`config.mk`:
```
export PLATFORM = sky130hd
export DESIGN_NAME = reg_slice
export DESIGN_NICKNAME = d
export VERILOG_FILES = /design/src/rtl/reg_slice_pkg.sv /design/src/rtl/reg_slice_stage.sv /design/src/rtl/reg_slice.sv
export SDC_FILE = /design/constraint.sdc
export NUM_CORES = 1
export LEC_CHECK = 0
export BUFFER_PORTS_ARGS = -buffer_cell sky130_fd_sc_hd__buf_2
export CORE_MARGIN = 4
export CORE_UTILIZATION = 48
export DETAILED_ROUTE_END_ITERATION = 8
export MAX_ROUTING_LAYER = met4
export PLACE_DENSITY = 0.75
export RECOVER_POWER = 25
export SYNTH_ARGS = -nofsm -noshare
export SYNTH_HDL_FRONTEND = slang
export SYNTH_SLANG_ARGS = --single-unit
```
`constraint.sdc`:
```
create_clock -name clk -period 1.65 [get_ports clk]
set_input_delay 0.0825 -clock clk [delete_from_list [all_inputs] [get_ports clk]]
set_output_delay 0.0825 -clock clk [all_outputs]
set_load 0.005 [all_outputs]
```
`src/rtl/reg_slice_pkg.sv`:
```
// Shared types and helpers for the reg_slice pipeline register.
// Stage occupancy states and the capacity calculation used for port sizing.
package reg_slice_pkg;

   typedef enum logic [1:0] {
      ST_EMPTY = 2'd0,
      ST_ONE   = 2'd1,
      ST_TWO   = 2'd2
   } stage_state_t;

   function automatic int slice_cap(input int stages, input int full_skid);
      return stages * ((full_skid != 0) ? 2 : 1);
   endfunction

endpackage

```
`src/rtl/reg_slice_stage.sv`:
```
// One register-slice stage: main register plus optional skid register.
// in_ready comes from a flop (gated only by flush), never from out_ready.
module reg_slice_stage
   import reg_slice_pkg::*;
#(
   parameter int               WIDTH       = 32,
   parameter logic [WIDTH-1:0] RESET_VALUE = '0,
   parameter int               FULL_SKID   = 1
) (
   input  logic             clk,
   input  logic             rst_n,
   input  logic             flush,
   input  logic             in_valid,
   output logic             in_ready,
   input  logic [WIDTH-1:0] in_data,
   output logic             out_valid,
   input  logic             out_ready,
   output logic [WIDTH-1:0] out_data
);

   localparam bit SKID = (FULL_SKID != 0);

   stage_state_t     state_q, state_d;
   logic             rdy_q, rdy_d;
   logic [WIDTH-1:0] main_q, skid_q;
   logic             in_fire, out_fire;
   logic             load_main_in, load_main_skid, load_skid;

   // Handshake: a beat moves on a rising edge only when valid and ready are both 1.
   assign in_ready  = rdy_q & ~flush;
   assign out_valid = (state_q != ST_EMPTY);
   assign out_data  = main_q;
   assign in_fire   = in_valid & in_ready;
   assign out_fire  = out_valid & out_ready;

   always_ff @(posedge clk or negedge rst_n) begin
      if (!rst_n) begin
         state_q <= ST_EMPTY;
         rdy_q   <= 1'b0;
      end else begin
         state_q <= state_d;
         rdy_q   <= rdy_d;
      end
   end

   always_comb begin
      state_d = state_q;
      case (state_q)
         ST_EMPTY: if (in_fire) state_d = ST_ONE;
         ST_ONE: begin
            if (in_fire && !out_fire) begin
               if (SKID) state_d = ST_TWO;
            end else if (!in_fire && out_fire) begin
               state_d = ST_EMPTY;
            end
         end
         ST_TWO:   if (out_fire) state_d = ST_ONE;
         default:  state_d = ST_EMPTY;
      endcase
      if (flush) state_d = ST_EMPTY;
   end

   always_comb begin
      load_main_in   = 1'b0;
      load_main_skid = 1'b0;
      load_skid      = 1'b0;
      case (state_q)
         ST_EMPTY: load_main_in = in_fire;
         ST_ONE: begin
            load_main_in = in_fire & out_fire;
            load_skid    = SKID & in_fire & ~out_fire;
         end
         ST_TWO:   load_main_skid = out_fire;
         default: ;
      endcase
      // Ready for the next cycle is decided from the state we are about to enter.
      rdy_d = SKID ? (state_d != ST_TWO) : (state_d == ST_EMPTY);
   end

   always_ff @(posedge clk or negedge rst_n) begin
      if (!rst_n) begin
         main_q <= RESET_VALUE;
         skid_q <= RESET_VALUE;
      end else if (flush) begin
         main_q <= RESET_VALUE;
         skid_q <= RESET_VALUE;
      end else begin
         if (load_main_in)        main_q <= in_data;
         else if (load_main_skid) main_q <= skid_q;
         if (load_skid)           skid_q <= in_data;
      end
   end

endmodule

```
`src/rtl/reg_slice.sv`:
```
// Chain of STAGES register-slice stages with an entry counter.
// Stages connect point-to-point, so no ready path crosses a stage boundary.
module reg_slice
   import reg_slice_pkg::*;
#(
   parameter int               WIDTH       = 32,
   parameter int               STAGES      = 1,
   parameter logic [WIDTH-1:0] RESET_VALUE = '0,
   parameter int               FULL_SKID   = 1
) (
   input  logic                                                 clk,
   input  logic                                                 rst_n,
   input  logic                                                 flush,
   input  logic                                                 in_valid,
   output logic                                                 in_ready,
   input  logic [WIDTH-1:0]                                     in_data,
   output logic                                                 out_valid,
   input  logic                                                 out_ready,
   output logic [WIDTH-1:0]                                     out_data,
   output logic [$clog2(slice_cap(STAGES, FULL_SKID)+1)-1:0]    occupancy
);

   localparam int OCC_W = $clog2(slice_cap(STAGES, FULL_SKID) + 1);

   logic             link_valid [STAGES+1];
   logic             link_ready [STAGES+1];
   logic [WIDTH-1:0] link_data  [STAGES+1];
   logic [OCC_W-1:0] occ_q;
   logic             accept, deliver;

   assign link_valid[0]      = in_valid;
   assign link_data[0]       = in_data;
   assign in_ready           = link_ready[0];
   assign out_valid          = link_valid[STAGES];
   assign out_data           = link_data[STAGES];
   assign link_ready[STAGES] = out_ready;

   for (genvar i = 0; i < STAGES; i++) begin : g_stage
      reg_slice_stage #(
         .WIDTH       (WIDTH),
         .RESET_VALUE (RESET_VALUE),
         .FULL_SKID   (FULL_SKID)
      ) u_stage (
         .clk       (clk),
         .rst_n     (rst_n),
         .flush     (flush),
         .in_valid  (link_valid[i]),
         .in_ready  (link_ready[i]),
         .in_data   (link_data[i]),
         .out_valid (link_valid[i+1]),
         .out_ready (link_ready[i+1]),
         .out_data  (link_data[i+1])
      );
   end

   assign accept  = in_valid & in_ready;
   assign deliver = out_valid & out_ready;

   // Simultaneous accept and deliver cancel; flush wins over both.
   always_ff @(posedge clk or negedge rst_n) begin
      if (!rst_n) begin
         occ_q <= '0;
      end else if (flush) begin
         occ_q <= '0;
      end else if (accept && !deliver) begin
         occ_q <= occ_q + OCC_W'(1);
      end else if (!accept && deliver) begin
         occ_q <= occ_q - OCC_W'(1);
      end
   end

   assign occupancy = occ_q;

endmodule

```
==> results.py <==
metrics = {
    "synth": {
        "yosys_warnings": 0,
        "synth-edff-count": 0,
        "synth_top_area_cell": "dfrtp_1",
        "syn-cell-area_um2": 3080,
        "synthFlopType": "dfrtp_1",
        "async_flop_share_pct": 100,
        "synth.distinct_cells": 31,
        "ys_ff_latch": 69,
        "synth_area_leaders": "dfrtp_1, nand2_1, mux2i_1, o21ai_1, o21ai_0",
        "synth_top_area_share_pct": 56.1,
        "synth.most_common_cell": "nand2_1",
        "synthCells": 310,
        "syn-num-nets": 347,
        "avgSynthCellArea_um2": 9.94,
        "yosysSeqAreaShare_pct": 56.1,
        "synth_commonest_cells": "nand2_1, dfrtp_1, o21ai_1, mux2i_1, o21ai_0",
    },
    "timing": {
        "period_needed_ns": 1.62,
        "maxSlewViolCount": 0,
        "fin_ws_ns": 0.0322,
        "setup_viol": 0,
        "skew_ns": 0.0109,
        "worst_pin_slew_ns": 0.631,
        "hold_slack_ns": 0.0553,
        "timing_hold_violations_final": 0,
        "max_freq_ghz": 0.618,
        "grt_setup_unrepaired": "true",
        "timing.final.crit_share_pct": 98.0,
        "slew_headroom_pct": 57.9,
    },
    "min_path": {
        "hold_path_depth": 2,
        "min_from": "out_ready",
        "worstHoldEndpoint": "g_stage[0].u_stage.rdy_q",
        "hp-class": "in -> reg",
    },
    "placed_design": {
        "placed_cells": 454,
        "globalplace.congestion": 0.783,
        "port_buffers": 72,
        "place_hpwl_um": 4790,
        "place_ws_ns": -0.105,
    },
    "detailed_routing": {
        "routed_via_density": 5.18,
        "antenna_left": 0,
        "vias": 2617,
        "first_iter_violations": 130,
        "drtPass1Iterations": 4,
        "drcViolationCount": 0,
        "drt-total-wl_um": 7530,
        "routedWlPerCell_um": 14.9,
    },
    "worst_setup_path": {
        "cp_top_family": "simple AND/OR/NAND/NOR gates",
        "critical_path_class": "reg -> reg",
        "slowest_delay_ns": 0.49,
        "timing.rr.end": "g_stage[0].u_stage.out_data[24]",
        "cp_max_fo": 12,
        "required_ns": 1.87,
        "crit_path_start_kind": "flip-flop",
        "r2r_setup_slack_ns": 0.03,
        "worstPathArrival_ns": 1.84,
        "r2r_cells": 5,
        "r2r_start": "g_stage[0].u_stage.state_q[0]",
        "slowest_stage": "or4_4",
        "critPathBufInv": 1,
        "worstPathCellList": "and2b_1 -> or4_4 -> buf_12 -> mux2i_2 -> o21ai_1",
        "worstSetupEndpointType": "flip-flop",
    },
    "power_and_ir_drop": {
        "ir_drop_mv": 0.664,
        "swShare_pct": 25.6,
        "power_frac_comb_pct": 14.6,
        "power_density_nw_per_um2": 890,
        "p_sw_uw": 951,
        "p_leak_uw": 0.00213,
        "pwr-share-seq_pct": 48.5,
        "power_frac_clock_pct": 36.9,
        "intPower_uw": 2760,
    },
    "floorplanning": {
        "fp.coreArea_um2": 6060,
        "die_h_um": 88.1,
        "io_pins": 73,
        "start_util_pct": 50.8,
        "die-area_um2": 7760,
        "die_x_um": 88.1,
        "rows": 28,
    },
    "cells_and_area": {
        "layout-drive-gt1-share_pct": 26.5,
        "final_cells": 505,
        "areaGrowthSynthToFinish_pct": 35.5,
        "fin_nets": 462,
        "multi_input_area_um2": 1220,
        "fillCellCount": 471,
        "num_antenna_cells": 0,
        "seqCellArea_um2": 1730,
    },
    "clocking": {
        "cts_root_buffer": "clkbuf_8",
        "h-tree-depth": 3,
        "cts_tree": "built",
        "cts.sinks": 69,
        "cts_made_buffers": 9,
        "clock_path_buffers": 2,
        "path_clk_slew_ns": 0.07,
        "insertion_delay_ns": 0.34,
    },
    "grt": {
        "grt_pass1_vias": 2722,
        "grt_pass1_wl_um": 12600,
        "grt-ovfl-total": 0,
        "grt_max_degree": 49,
        "antenna_found_initial": 0,
        "grt_usage_pct": 21.6,
    },
    "flow_run": {
        "drv_cap": 0,
    },
    "run_status": {
        "status": "completed",
    },
}
[sequential cells by signal (all words and copies together) (netlist names)]
signal / count
g_stage.u_stage.state_q: 2
g_stage.u_stage.out_data: 32
occupancy: 2
g_stage.u_stage.rdy_q: 1
g_stage.u_stage.skid_q: 32
[metrics by stage]
step	power (µW)	setup TNS, ns	area [µm²]	utilization (%)
finish	3720	0	4170	68.8
global route	3880	-0.344	4170	68.8
CTS	3750	-0.0213	4170	68.7
detailed placement	2290	-2.06	3590	59.2
global placement	2280	-0.483	3590	59.2
floorplan	2070	0	3080	-
[repair_timing]
item | CTS | global route
hold endpoints to repair | 54 | 0
setup buffers | 0 | 1
gates cloned | 1 | 0
setup endpoints to repair | 32 | 25
gates resized for setup | 8 | 5
pin swaps | 3 | 1
hold buffers | 33 | 0
[cell usage in the layout, fill, tap and decap left out, types with 2 or more instances in the layout]
| master | synthesis | final |
|---|---|---|
| a21oi_1 | 2 | 2 |
| and3b_1 | 2 | 2 |
| buf_12 | 3 | 4 |
| buf_2 | 7 | 68 |
| buf_4 | 0 | 7 |
| buf_6 | 1 | 5 |
| clkbuf_1 | 9 | 3 |
| clkbuf_2 | 0 | 2 |
| clkbuf_8 | 0 | 10 |
| clkinv_2 | 0 | 2 |
| clkinvlp_4 | 0 | 3 |
| dfrtp_1 | 69 | 69 |
| dlygate4sd3_1 | 0 | 33 |
| mux2i_1 | 33 | 32 |
| nand2_1 | 97 | 97 |
| nand3_1 | 2 | 2 |
| o21ai_0 | 21 | 21 |
| o21ai_1 | 44 | 43 |
[worst max-delay path by stage]
stage / endpoint / start / slack [ns] / cells after the start
finish: g_stage[0].u_stage.out_data[24] / g_stage[0].u_stage.state_q[0] / 0.03 / 5
global route: g_stage[0].u_stage.out_data[6] / g_stage[0].u_stage.rdy_q / -0.03 / 6
CTS: g_stage[0].u_stage.out_data[8] / g_stage[0].u_stage.rdy_q / -0.005 / 6
detailed placement: g_stage[0].u_stage.out_data[18] / g_stage[0].u_stage.state_q[0] / -0.11 / 5
global placement: g_stage[0].u_stage.out_data[22] / g_stage[0].u_stage.state_q[0] / -0.03 / 5
floorplan: g_stage[0].u_stage.out_data[13] / g_stage[0].u_stage.state_q[0] / 0.06 / 6
[cells by family after synthesis]
| kind of cell | count (synthesis) | synth area share, % |
|---|---|---|
| XOR/XNOR | 2 | 0.569 |
| buffers and inverters | 22 | 4.79 |
| AND/OR/NAND/NOR | 115 | 16.5 |
| AO/OA/AOI/OAI | 69 | 11.4 |
| multiplexers | 33 | 10.7 |
| flip-flops | 69 | 56.1 |
[per-layer routing]
| metal | global-route usage (%) | up-vias | routed length [µm] |
|---|---|---|---|
| met3 | 2.54 | 16 | 313 |
| met4 | 9.20 | 0 | 148 |
| li1 | - | 1272 | - |
| met1 | 26.1 | 1268 | 3180 |
| met2 | 36.5 | 61 | 3890 |
| met5 | - | - | 0 |
[final cells by class]
class / instances / area share [%]
Clock buffer: 10 / 3.30
Clock inverter: 6 / 1.50
Inverter: 2 / 0.180
Multi-Input combinational cell: 219 / 29.3
Sequential cell: 69 / 41.4
Tap cell: 75 / 2.25
Timing Repair Buffer: 124 / 22.1
[power groups by stage]
stage | sequential (µW) | clock, µW | combinational, µW
6_report | 1800 | 1370 | 541
5_1_grt | 1810 | 1470 | 596
4_1_cts | 1800 | 1410 | 545
3_5_place_dp | 1830 | 0 | 461
3_3_place_gp | 1830 | 0 | 449
2_1_floorplan | 1840 | 0 | 236
[worst register-to-register path, stage by stage (launching register included)]
cell,delay (ns)
dfrtp_1,0.38
and2b_1,0.17
or4_4,0.49
buf_12,0.19
mux2i_2,0.19
o21ai_1,0.08
Power figures use the tool's default switching activity.
